**config.mk**
```make
export PLATFORM = sky130hd
export DESIGN_NAME = cmd_scheduler
export DESIGN_NICKNAME = d
export VERILOG_FILES = /design/src/rtl/cmd_scheduler_pkg.sv /design/src/rtl/cmd_scheduler_fifo.sv /design/src/rtl/cmd_scheduler.sv
export SDC_FILE = /design/constraint.sdc
export NUM_CORES = 1
export LEC_CHECK = 0
export CAP_MARGIN = 20
export CORE_UTILIZATION = 41
export CTS_BUF_LIST = sky130_fd_sc_hd__clkbuf_4 sky130_fd_sc_hd__clkbuf_8
export DETAILED_ROUTE_END_ITERATION = 8
export PLACE_DENSITY_LB_ADDON = 0.25
export SYNTH_ARGS = -nofsm -noshare
export SYNTH_HDL_FRONTEND = slang
export SYNTH_HIERARCHICAL = 1
export SYNTH_SLANG_ARGS = --single-unit
```
**constraint.sdc**
```tcl
create_clock -name clk_i -period 4.2 [get_ports clk_i]
set_clock_uncertainty 0.05 [all_clocks]
set_input_delay 0.84 -clock clk_i [delete_from_list [all_inputs] [get_ports clk_i]]
set_output_delay 0.84 -clock clk_i [all_outputs]
set_load 0.1 [all_outputs]
```
**src/rtl/cmd_scheduler_pkg.sv**
```systemverilog
// Shared types for the command scheduler: user command encoding, FSM states
// and the executor one-hot helper.
package tetris;

    typedef enum logic [1:0] {
        eCmdRotate = 2'd0,
        eCmdLeft   = 2'd1,
        eCmdRight  = 2'd2,
        eCmdDown   = 2'd3
    } cmd_e;

    typedef enum logic [1:0] {
        eIDLE  = 2'd0,
        eIssue = 2'd1,
        eBusy  = 2'd2
    } sched_state_e;

    function automatic logic [3:0] exe_onehot(input logic [1:0] idx);
        exe_onehot = 4'b0001 << idx;
    endfunction

endpackage

```
**src/rtl/cmd_scheduler_fifo.sv**
```systemverilog
// Two-entry command FIFO feeding the scheduler; pushes are dropped when full
// and pops are dropped when empty.
module cmd_fifo
    import tetris::*;
(
    input  logic clk_i,
    input  logic reset_i,
    input  logic push_i,
    input  cmd_e data_i,
    input  logic pop_i,
    output cmd_e data_o,
    output logic full_o,
    output logic empty_o
);

    cmd_e       mem_r [2];
    logic       wr_ptr_r;
    logic       rd_ptr_r;
    logic [1:0] count_r;
    logic       do_push_s;
    logic       do_pop_s;

    assign full_o    = (count_r == 2'd2);
    assign empty_o   = (count_r == 2'd0);
    assign do_push_s = push_i && !full_o;
    assign do_pop_s  = pop_i && !empty_o;
    assign data_o    = mem_r[rd_ptr_r];

    // Storage and read/write pointers
    always_ff @(posedge clk_i or posedge reset_i) begin
        if (reset_i) begin
            mem_r[0] <= eCmdRotate;
            mem_r[1] <= eCmdRotate;
            wr_ptr_r <= 1'b0;
            rd_ptr_r <= 1'b0;
        end else begin
            if (do_push_s) begin
                mem_r[wr_ptr_r] <= data_i;
                wr_ptr_r        <= ~wr_ptr_r;
            end
            if (do_pop_s) begin
                rd_ptr_r <= ~rd_ptr_r;
            end
        end
    end

    // Occupancy; a simultaneous push and pop leaves it unchanged
    always_ff @(posedge clk_i or posedge reset_i) begin
        if (reset_i) begin
            count_r <= 2'd0;
        end else begin
            case ({do_push_s, do_pop_s})
                2'b10:   count_r <= count_r + 2'd1;
                2'b01:   count_r <= count_r - 2'd1;
                default: count_r <= count_r;
            endcase
        end
    end

endmodule

```
**src/rtl/cmd_scheduler.sv**
```systemverilog
// Dispatches queued user commands and gravity ticks to four executors, one at a
// time. Optional gravity path enabled by macro CMD_SCHEDULER_GRAVITY_EN.
module cmd_scheduler
    import tetris::*;
#(
    parameter int width_p   = 16,
    parameter int height_p  = 32,
    parameter int timeout_p = 32
) (
    input  logic                              clk_i,
    input  logic                              reset_i,
    input  logic                              cmd_v_i,
    input  cmd_e                              cmd_i,
    output logic                              cmd_ready_o,
    input  logic                              tick_i,
    output logic [3:0]                        exe_v_o,
    input  logic [3:0]                        exe_ready_i,
    input  logic [3:0][$clog2(width_p):0]     exe_mm_x_i,
    input  logic [3:0][$clog2(height_p):0]    exe_mm_y_i,
    input  logic [3:0][4:0]                   exe_rom_addr_i,
    output logic [$clog2(width_p):0]          mm_addr_r_x_o,
    output logic [$clog2(height_p):0]         mm_addr_r_y_o,
    output logic [4:0]                        rom_read_addr_o,
    output logic                              busy_o,
    output logic                              err_o
);

    localparam logic [5:0] timeout_lp = 6'(timeout_p);

    sched_state_e state_r;
    sched_state_e state_s;
    logic [1:0]   grant_r;
    logic [1:0]   tgt_s;
    logic         tgt_grav_s;
    logic         req_s;
    logic         grav_src_r;
    logic         grav_pend_r;
    logic         pop_s;
    logic         clr_grav_s;
    logic         timeout_s;
    logic [5:0]   cnt_r;
    logic         err_r;
    logic [3:0]   exe_v_r;
    cmd_e         fifo_head_s;
    logic         fifo_full_s;
    logic         fifo_empty_s;
    logic         push_s;

    assign push_s      = cmd_v_i && !fifo_full_s;
    assign cmd_ready_o = !fifo_full_s;

    cmd_fifo u_fifo (
        .clk_i   (clk_i),
        .reset_i (reset_i),
        .push_i  (push_s),
        .data_i  (cmd_i),
        .pop_i   (pop_s),
        .data_o  (fifo_head_s),
        .full_o  (fifo_full_s),
        .empty_o (fifo_empty_s)
    );

    // Pending-request select: gravity outranks the FIFO head and targets the down executor
    always_comb begin
        req_s      = 1'b0;
        tgt_s      = 2'd0;
        tgt_grav_s = 1'b0;
        if (grav_pend_r) begin
            req_s      = 1'b1;
            tgt_s      = 2'd3;
            tgt_grav_s = 1'b1;
        end else if (!fifo_empty_s) begin
            req_s = 1'b1;
            tgt_s = fifo_head_s;
        end else begin
            req_s = 1'b0;
        end
    end

    // FSM next state; a blocked request waits in eIDLE rather than skipping ahead
    always_comb begin
        state_s    = state_r;
        pop_s      = 1'b0;
        clr_grav_s = 1'b0;
        timeout_s  = 1'b0;
        case (state_r)
            eIDLE: begin
                if (req_s && exe_ready_i[tgt_s]) state_s = eIssue;
                else                             state_s = eIDLE;
            end
            eIssue: begin
                state_s    = eBusy;
                pop_s      = !grav_src_r;
                clr_grav_s = grav_src_r;
            end
            eBusy: begin
                if (exe_ready_i[grant_r]) begin
                    state_s = eIDLE;
                end else if ((cnt_r + 6'd1) == timeout_lp) begin
                    state_s   = eIDLE;
                    timeout_s = 1'b1;
                end else begin
                    state_s = eBusy;
                end
            end
            default: state_s = eIDLE;
        endcase
    end

    // FSM state register
    always_ff @(posedge clk_i or posedge reset_i) begin
        if (reset_i) state_r <= eIDLE;
        else         state_r <= state_s;
    end

    // Grant capture, start pulse, busy-cycle counter and sticky timeout error
    always_ff @(posedge clk_i or posedge reset_i) begin
        if (reset_i) begin
            grant_r    <= 2'd0;
            grav_src_r <= 1'b0;
            exe_v_r    <= 4'd0;
            cnt_r      <= 6'd0;
            err_r      <= 1'b0;
        end else begin
            if ((state_r == eIDLE) && (state_s == eIssue)) begin
                grant_r    <= tgt_s;
                grav_src_r <= tgt_grav_s;
                exe_v_r    <= exe_onehot(tgt_s);
            end else begin
                exe_v_r <= 4'd0;
            end
            cnt_r <= (state_r == eBusy) ? (cnt_r + 6'd1) : 6'd0;
            err_r <= err_r | timeout_s;
        end
    end

`ifdef CMD_SCHEDULER_GRAVITY_EN
    // Coalescing gravity request; a new tick beats the clear from its own dispatch
    always_ff @(posedge clk_i or posedge reset_i) begin
        if (reset_i)         grav_pend_r <= 1'b0;
        else if (tick_i)     grav_pend_r <= 1'b1;
        else if (clr_grav_s) grav_pend_r <= 1'b0;
        else                 grav_pend_r <= grav_pend_r;
    end
`else
    logic [1:0] gravity_unused_s;
    assign gravity_unused_s = {tick_i, clr_grav_s};
    assign grav_pend_r      = 1'b0;
`endif

    assign exe_v_o         = exe_v_r;
    assign busy_o          = (state_r != eIDLE);
    assign err_o           = err_r;
    assign mm_addr_r_x_o   = exe_mm_x_i[grant_r];
    assign mm_addr_r_y_o   = exe_mm_y_i[grant_r];
    assign rom_read_addr_o = exe_rom_addr_i[grant_r];

endmodule

```
==> qor.yml, run 1 <==
clock_tree:
  htreeDepth: 1
  clockBufferDepth: 2
  worstSkewPairLatency_ns: 0.27
  postCtsSetupBuffers: 0
  cts_tree: "built"
  ctsResizeCount: 0
  cts_made_buffers: 3
  cts_hold_buf: 0
  clk_pin_slew_worst_paths_ns: 0.08
  root_buffer: "clkbuf_8"
  cts.sinks: 23
layout:
  layout-drive-gt1-share_pct: 19.91
  diodes: 0
  fill_cells: 257
  nets: 289
  multi_input_area_sq_um: 909.6
  areaGrowthSynthToFinish_pct: 63.77
  seqCellArea_sq_um: 575.6
placed_design:
  dp_worst_setup_slack_ns: 1.287
  place_congestion: 0.7504
  place_hpwl_mm: 3.389
  io_buffers: 95
setup_path:
  cp_max_fo: 18
  end_kind: "primary output"
  crit_family: "flip-flops"
  worst_ep_arrival_time_ns: 2.15
  r2r_slack_ns: 2.09
  required_ns: 3.31
  path_buf_inv: 1
  crit_chain: "mux4_1, buf_4"
  crit_path_top_delay_cell: "dfrtp_1"
  worst-setup-path-type: "register to primary output"
  rr_worst_depth: 3
  critPathLaunchType: "register"
  cpPeakStageDelay_ns: 0.97
  worstReg2RegEnd: "state_r[1]"
  worstReg2RegStart: "grant_r[0]"
power_and_ir_drop:
  combPwrFrac_pct: 71.9
  ir_worst_vdd_uv: 495.9
  powerDensity_nw_per_um2: 779.3
  power_switching_w: 0.001136
  internal-power_w: 0.0008292
  p_clk_share_pct: 7.0
  p_leak_nw: 1.086
  pwr-share-seq_pct: 21.1
  swShare_pct: 57.82
timing:
  maxSlewViolCount: 0
  hold_slack_ns: 0.4140
  max_slew_margin_pct: 34.87
  layout_min_cycle_time_ns: 3.040
  hold_viol_final: 0
  tightest_slew_ns: 0.9739
  fmax_mhz: 329.0
  fin_setup_tns_ns: 0
  setup_ws_ns: 1.160
  post-route-period-util_pct: 72.38
  setup_violations: 0
  rsz0062_at_grt: "false"
min_path:
  whs_path_depth: 1
  whs_endpoint: "err_o"
  hp-class: "register to register"
  hp-start: "err_o"
yosys:
  synth_seq_area_share_pct: 37.37
  synth_edf_count: 0
  synth-main-ff-cell: "dfrtp_1"
  synth_most_common_cell: "dfrtp_1"
  synth_top_area_share_pct: 37.37
  avgSynthCellArea_sq_um: 13.05
  yosysTopAreaCell: "dfrtp_1"
  ys_ff_latch: 23
  synth.net_count: 195
  synthTopCellsByArea: "dfrtp_1, mux4_2, mux4_1"
  synthArstFlopShare_pct: 100.0
  yosysWarnings: 6
  synth_cells: 118
  synth_common_cells: "dfrtp_1, mux4_2, nor2_1, nand2_1"
  syn_area_sq_um: 1540
  ys_types: 38
route:
  drcViolationCount: 0
  antenna_left: 0
  drt-total-wl_mm: 4.001
  vias: 1388
  viasPerCell: 5.401
  initialDrtViolationCount: 62
  routedWlPerCell_um: 15.57
  drt_pass1_iterations: 7
floorplanning:
  die_h_um: 63.29
  placeableCoreArea_sq_um: 3468
  rows: 21
  ios: 97
  initial_utilization_pct: 44.41
  dieArea_sq_um: 4006
  die_w_um: 63.29
global_routing:
  grt_use_total_pct: 21.54
  grt_pass1_wl_mm: 6.610
  grt_max_degree: 20
  grt_antenna_before_repair: 0
  grt_overflow_total: 0
  grt_pass1_vias: 1497
outcome:
  run_status: "finished, final reports clean"
run:
  drv_cap: 0
[flip-flops by register name, indices dropped and copies added, names as in the netlist]
| register | count |
|---|---|
| exe_v_o | 4 |
| u_fifo/mem_r | 4 |
| state_r | 2 |
| err_o | 1 |
| grant_r | 2 |
| cnt_r | 6 |
| u_fifo/wr_ptr_r | 1 |
| u_fifo/rd_ptr_r | 1 |
| u_fifo/count_r | 2 |
[logic make-up after synthesis]
group	count (synthesis)	share of synthesized area, %
buffers and inverters	12	3.574
AOI/OAI and AO/OA	12	5.686
xor gates and xnor gates	8	4.549
and+or+nand+nor	35	13.81
adders and majority gates	3	2.437
muxes	25	32.58
DFF	23	37.37
[power groups by stage]
stage	clock (W)	combinational [W]	sequential, W
floorplan	0	0.00113	0.000404
global placement	0	0.00139	0.000412
detailed placement	0	0.00141	0.000419
CTS	0.000142	0.00142	0.000417
global route	0.000153	0.00147	0.000431
finish	0.000138	0.00141	0.000414
[cell type report]
type	instances	share of cell area [%]
tap	46	2.282
clock buffer	3	1.637
sequential	23	22.82
clock inverter	1	0.1984
multi-input combinational	83	36.06
timing repair buffer	95	36.11
inverter	6	0.8929
[through the flow]
step	instance area, sq um	total power [W]	std cells	util [%]
after floorplan	1540	0.001539	118	-
after CTS	2522	0.001976	257	72.73
after detailed placement	2476	0.001831	253	71.39
after global placement	2476	0.001806	253	71.39
after global routing	2522	0.002051	257	72.73
final	2522	0.001966	257	72.73
[routing by layer]
layer	GRT usage (%)	share of wire (%)
met2	39.92	57
met4	5.682	1.7
met3	5.616	6.2
met5	0	0
met1	24.20	35
[worst max path at each step]
| stage | from | to | depth (start not counted) |
|---|---|---|---|
| after CTS | grant_r[0] | mm_addr_r_x_o[2] | 2 |
| after global routing | grant_r[0] | mm_addr_r_x_o[4] | 2 |
| after floorplan | exe_mm_x_i[5] | mm_addr_r_x_o[0] | 1 |
| after detailed placement | exe_mm_x_i[0] | mm_addr_r_x_o[0] | 3 |
| final | grant_r[0] | mm_addr_r_x_o[2] | 2 |
| after global placement | exe_mm_x_i[0] | mm_addr_r_x_o[0] | 3 |
[cell usage in the layout (no fill, tap or decap), types with 2 or more instances in the layout]
| master | n |
|---|---|
| and4_1 | 2 |
| ha_1 | 3 |
| o21ai_0 | 2 |
| o21bai_1 | 2 |
| nor4_1 | 2 |
| xnor2_1 | 4 |
| a211oi_1 | 2 |
| buf_4 | 16 |
| inv_1 | 6 |
| clkbuf_8 | 3 |
| mux4_2 | 11 |
| nor2_1 | 8 |
| clkdlybuf4s50_1 | 79 |
| xor2_1 | 4 |
| nand2_1 | 7 |
| dfrtp_1 | 23 |
| nor2b_1 | 3 |
| mux4_1 | 6 |
| nand3_1 | 2 |
| mux2_2 | 5 |
| mux2_4 | 2 |
| or3_1 | 2 |
No activity file was read; power rests on OpenSTA's default activity.
==> run 2, diff against run 1 <==
CORE_UTILIZATION = 38   (was 41)
clock period = 3.1 ns   (was 4.2 ns; I/O delays follow)
==> run 2 against run 1 <==
  * Design area up 3.2%
  * Utilization is 3.7 points lower
  * Critical path type unchanged
  * Flip-flop and latch count unchanged
  * Clock-buffer cell count is the same
==> qor.yml, run 2 (synthesized netlist as in run 1, its figures left out) <==
power_and_ir_drop:
  finalPower_w: 0.002805  # +43%
  powerDensity_nw_per_um2: 1078  # +38%
  p_leak_nw: 1.135  # +4.4%
  ir_worst_vdd_uv: 709.0  # +43%
layout:
  layout-drive-gt1-share_pct: 23.58  # +3.7 points
  fin_cells: 260  # +1.2%
  fin_util_pct: 69.01  # -3.7 points
  areaGrowthSynthToFinish_pct: 68.97
  nets: 290  # +0.35%
  final_cell_mix: "clkdlybuf4s50_1, dfrtp_1, buf_4"
  top_register: "cnt_r"
  fill_cells: 268  # +4.3%
  largest_register_ffs: 6  # unchanged
  diodes: 0  # unchanged
  layout_commonest_cell: "clkdlybuf4s50_1"
route:
  drt-total-wl_mm: 4.124  # +3.1%
  drt_pass1_iterations: 4  # -3
  vias: 1346  # -3.0%
  viasPerCell: 5.177  # -4.1%
  antenna_left: 0  # unchanged
  initialDrtViolationCount: 39  # -37%
  routedWlPerCell_um: 15.86  # +1.9%
  drcViolationCount: 0  # unchanged
floorplanning:
  rows: 22  # +4.8%
  ios: 97  # unchanged
  placeableCoreArea_sq_um: 3771  # +8.7%
  initial_utilization_pct: 40.84  # -3.6 points
  dieArea_sq_um: 4312  # +7.6%
  die_h_um: 65.67  # +3.8%
  die_w_um: 65.67  # +3.8%
clock_tree:
  worstSkewPairLatency_ns: 0.26  # about the same
  htreeDepth: 1  # unchanged
  clk_pin_slew_worst_paths_ns: 0.08  # about the same
  cts.sinks: 23  # unchanged
  cts_hold_buf: 0  # unchanged
  cts_made_buffers: 3  # unchanged
  root_buffer: "clkbuf_8"
  ctsResizeCount: 0  # unchanged
  clockBufferDepth: 2  # unchanged
  postCtsSetupBuffers: 0  # unchanged
  cts_tree: "built"
outcome:
  run_status: "finished, final reports clean"
global_routing:
  grt_pass1_vias: 1467  # -2.0%
  grt_pass1_wl_mm: 6.389  # -3.3%
  grt_max_degree: 20  # unchanged
  grt_antenna_before_repair: 0  # unchanged
  grt_use_total_pct: 19.70  # -1.8 points
  grt_overflow_total: 0  # unchanged
timing:
  setup_violations: 0  # unchanged
  post-route-period-util_pct: 79.53
  max_slew_margin_pct: 52.30  # +17 points
  hold_viol_final: 0  # unchanged
  tightest_slew_ns: 0.7155  # -0.2584 ns
  fin_setup_tns_ns: 0  # unchanged
  layout_min_cycle_time_ns: 2.465
  hold_slack_ns: 0.4216  # +0.007662 ns
  fmax_mhz: 405.6
  rsz0062_at_grt: "false"
  maxSlewViolCount: 0  # unchanged
setup_path:
  worstReg2RegStart: "u_fifo/count_r[0]"
  cp_max_fo: 17  # -1
  end_kind: "primary output"
  worst-setup-path-type: "register to primary output"
  rr_worst_depth: 7  # +4
  critPathLaunchType: "register"
  worstReg2RegEnd: "u_fifo/count_r[1]"
  r2r_slack_ns: 1.26  # -0.83 ns
  worst_ep_arrival_time_ns: 1.80  # -0.35 ns
  required_ns: 2.43  # -0.88 ns
placed_design:
  io_buffers: 95  # unchanged
  place_hpwl_mm: 3.503  # +3.4%
  dp_cells: 256  # +1.2%
  place_congestion: 0.7864  # +4.8%
min_path:
  hp-start: "err_o"
  whs_endpoint: "err_o"
  whs_path_depth: 1  # unchanged
  hp-class: "register to register"
run:
  drv_cap: 0  # unchanged
## run 2: power breakdown
group          internal (W)  leakage, nW  switching [W]  total, W
Combinational      0.000751        0.815        0.00136   0.00211
Sequential         0.000399        0.294       0.000107  0.000506
Clock             0.0000897       0.0255      0.0000964  0.000186
Total               0.00124         1.13        0.00157   0.00281
## run 2: final cells by class
cell class | count | area (sq um) | share of cell area [%]
clock inverter | 1 | 5.005 | 0.1923
tap | 48 | 60.06 | 2.308
inverter | 6 | 22.52 | 0.8654
clock buffer | 3 | 41.29 | 1.587
sequential | 23 | 575.6 | 22.12
timing repair buffer | 96 | 988.4 | 37.98
multi-input combinational | 83 | 909.6 | 34.95
## run 2: per-layer routing
layer  GRT usage, %  part of all wire, %
met4          3.804                    0
met5              0                    0
met3          3.472                  5.4
met2          37.12                   57
met1          23.02                   38
## run 2: worst max-delay path: stages, from the launching register on
cell,delay [ns]
dfrtp_1,0.37
buf_4,0.30
mux4_1,0.65
buf_12,0.20
## run 2: stage by stage
step	worst slack (ns)	cell area (sq um)
after floorplan	0.8791	1540
after global placement	0.6525	2556
after detailed placement	0.6369	2556
after CTS	0.6049	2603
after global routing	0.5067	2603
final	0.6346	2603
## run 2: how the worst max path moves through the flow
stage,startpoint,endpoint,cells after the start
CTS,grant_r[0],rom_read_addr_o[4],3
detailed placement,exe_mm_x_i[1],mm_addr_r_x_o[1],3
global placement,exe_mm_x_i[6],mm_addr_r_x_o[1],3
global route,grant_r[0],mm_addr_r_x_o[4],3
floorplan,exe_mm_x_i[5],mm_addr_r_x_o[0],1
finish,grant_r[0],mm_addr_r_x_o[4],3
==> run 3, diff against run 2 <==
clock period = 2.54 ns   (was 3.1 ns; I/O delays follow)
==> run 3 against run 2 <==
  * Clock power rose by 25%
  * Utilization rose by 3.4 points
  * Final cell count did not move
  * Critical path type unchanged
  * Sequential share of layout area fell by 1.0 points
  * Sequential power rose by 23%
  * Critical endpoint is now rom_read_addr_o[4]
==> qor.yml, run 3 (synthesized netlist as in run 1, its figures left out) <==
outcome:
  run_status: "finished, final reports clean"
setup_path:
  r2r_slack_ns: 0.67  # -0.59 ns
  worstReg2RegEnd: "u_fifo/count_r[1]"
  end_kind: "primary output"
  rr_worst_depth: 7  # unchanged
  critPathLaunchType: "register"
  crit_end: "rom_read_addr_o[4]"
  required_ns: 1.98  # -0.45 ns
  cp_max_fo: 19  # +2
  worst_ep_arrival_time_ns: 1.73  # -0.07 ns
  worst-setup-path-type: "register to primary output"
  worstReg2RegStart: "u_fifo/count_r[0]"
  cp-startpoint: "grant_r[1]"
global_routing:
  grt_pass1_wl_mm: 6.762  # +5.8%
  grt_antenna_before_repair: 0  # unchanged
  grt_use_total_pct: 20.94  # +1.2 points
  grt_pass1_vias: 1461  # -0.41%
  grt_max_degree: 20  # unchanged
  grt_overflow_total: 0  # unchanged
layout:
  top_register: "cnt_r"
  fill_cells: 253  # -5.6%
  layout_commonest_cell: "clkdlybuf4s50_1"
  multi_input_area_sq_um: 909.6  # unchanged
  areaGrowthSynthToFinish_pct: 77.25
  nets: 290  # unchanged
  final_cell_mix: "clkdlybuf4s50_1, dfrtp_1, buf_12"
  seqCellArea_sq_um: 575.6  # unchanged
  largest_register_ffs: 6  # unchanged
  fin_cells: 260  # unchanged
  layout-drive-gt1-share_pct: 23.58  # unchanged
  diodes: 0  # unchanged
route:
  drt_pass1_iterations: 4  # unchanged
  drt-total-wl_mm: 4.358  # +5.7%
  antenna_left: 0  # unchanged
  viasPerCell: 5.346  # +3.3%
  vias: 1390  # +3.3%
  drcViolationCount: 0  # unchanged
  initialDrtViolationCount: 94  # +140%
  routedWlPerCell_um: 16.76  # +5.7%
timing:
  hold_slack_ns: 0.4354  # +0.01382 ns
  tightest_slew_ns: 0.7262  # +0.01066 ns
  maxSlewViolCount: 0  # unchanged
  max_slew_margin_pct: 51.59  # -0.71 points
  hold_viol_final: 0  # unchanged
  layout_min_cycle_time_ns: 2.289
  post-route-period-util_pct: 90.10
  fin_setup_tns_ns: 0  # unchanged
  rsz0062_at_grt: "false"
  setup_violations: 0  # unchanged
  fmax_mhz: 437.0
floorplanning:
  placeableCoreArea_sq_um: 3771  # unchanged
  die_w_um: 65.67  # unchanged
  die_h_um: 65.67  # unchanged
  dieArea_sq_um: 4312  # unchanged
  ios: 97  # unchanged
  rows: 22  # unchanged
  initial_utilization_pct: 40.84  # unchanged
placed_design:
  place_congestion: 0.8003  # +1.8%
  place_hpwl_mm: 3.662  # +4.5%
  dp_cells: 256  # unchanged
  io_buffers: 95  # unchanged
clock_tree:
  worstSkewPairLatency_ns: 0.26  # about the same
  clk_pin_slew_worst_paths_ns: 0.08  # about the same
  ctsResizeCount: 0  # unchanged
  htreeDepth: 1  # unchanged
  cts.sinks: 23  # unchanged
  root_buffer: "clkbuf_8"
  clockBufferDepth: 2  # unchanged
  postCtsSetupBuffers: 0  # unchanged
  cts_made_buffers: 3  # unchanged
  cts_tree: "built"
  cts_hold_buf: 0  # unchanged
power_and_ir_drop:
  powerDensity_nw_per_um2: 1347  # +25%
  p_leak_nw: 1.181  # +4.1%
  ir_worst_vdd_uv: 988.6  # +39%
run:
  drv_cap: 0  # unchanged
min_path:
  hp-class: "register to register"
run 3: how the worst min path moves through the flow:
stage / start / to / slack [ns] / cells past startpoint
3_5_place_dp: err_o / err_o / 0.42 / 1
4_1_cts: err_o / err_o / 0.43 / 1
5_1_grt: err_o / err_o / 0.47 / 1
2_1_floorplan: reset_i / u_fifo/count_r[0] / 0.27 / 1
6_report: err_o / err_o / 0.44 / 1
3_3_place_gp: err_o / err_o / 0.39 / 1
run 3: stage by stage:
step                      utilization [%]  cell area [sq um]  power [W]  setup slack (ns)
after detailed placement            71.10               2681   0.003460            0.3007
after global routing                72.40               2730   0.003829            0.1513
after floorplan                         -               1540   0.002544            0.4343
after global placement              71.10               2681   0.003415            0.3206
final                               72.40               2730   0.003678            0.2515
after CTS                           72.40               2730   0.003700            0.2487
run 3: layout make-up:
cell class	count	share of cell area (%)
repair buffers	96	40.79
multi-input cells	83	33.32
flip-flops and latches	23	21.08
well taps	48	2.200
clock buffers	4	1.787
inverters	6	0.8249
run 3: per-layer routing:
metal  vias to the layer above  share of wire (%)  track usage, %  routed length (um)
met5                         -                  0               0                   0
met2                        62                 56           38.90                2437
met4                         0                1.2           6.250                  51
met1                       683                 37           24.08                1604
met3                         6                6.1           3.646                 265
li1                        639                  -               -                   -
run 3: power by group:
part           total, W  internal (W)  switching, W  leakage [nW]
Clock          0.000232      0.000122      0.000110        0.0262
Combinational   0.00282       0.00112       0.00170         0.861
Sequential     0.000622      0.000487      0.000135         0.294
run 3: critical path, stage by stage, from the launching register on:
cell and delay (ns):
dfrtp_1 0.82, mux4_1 0.46, buf_12 0.20
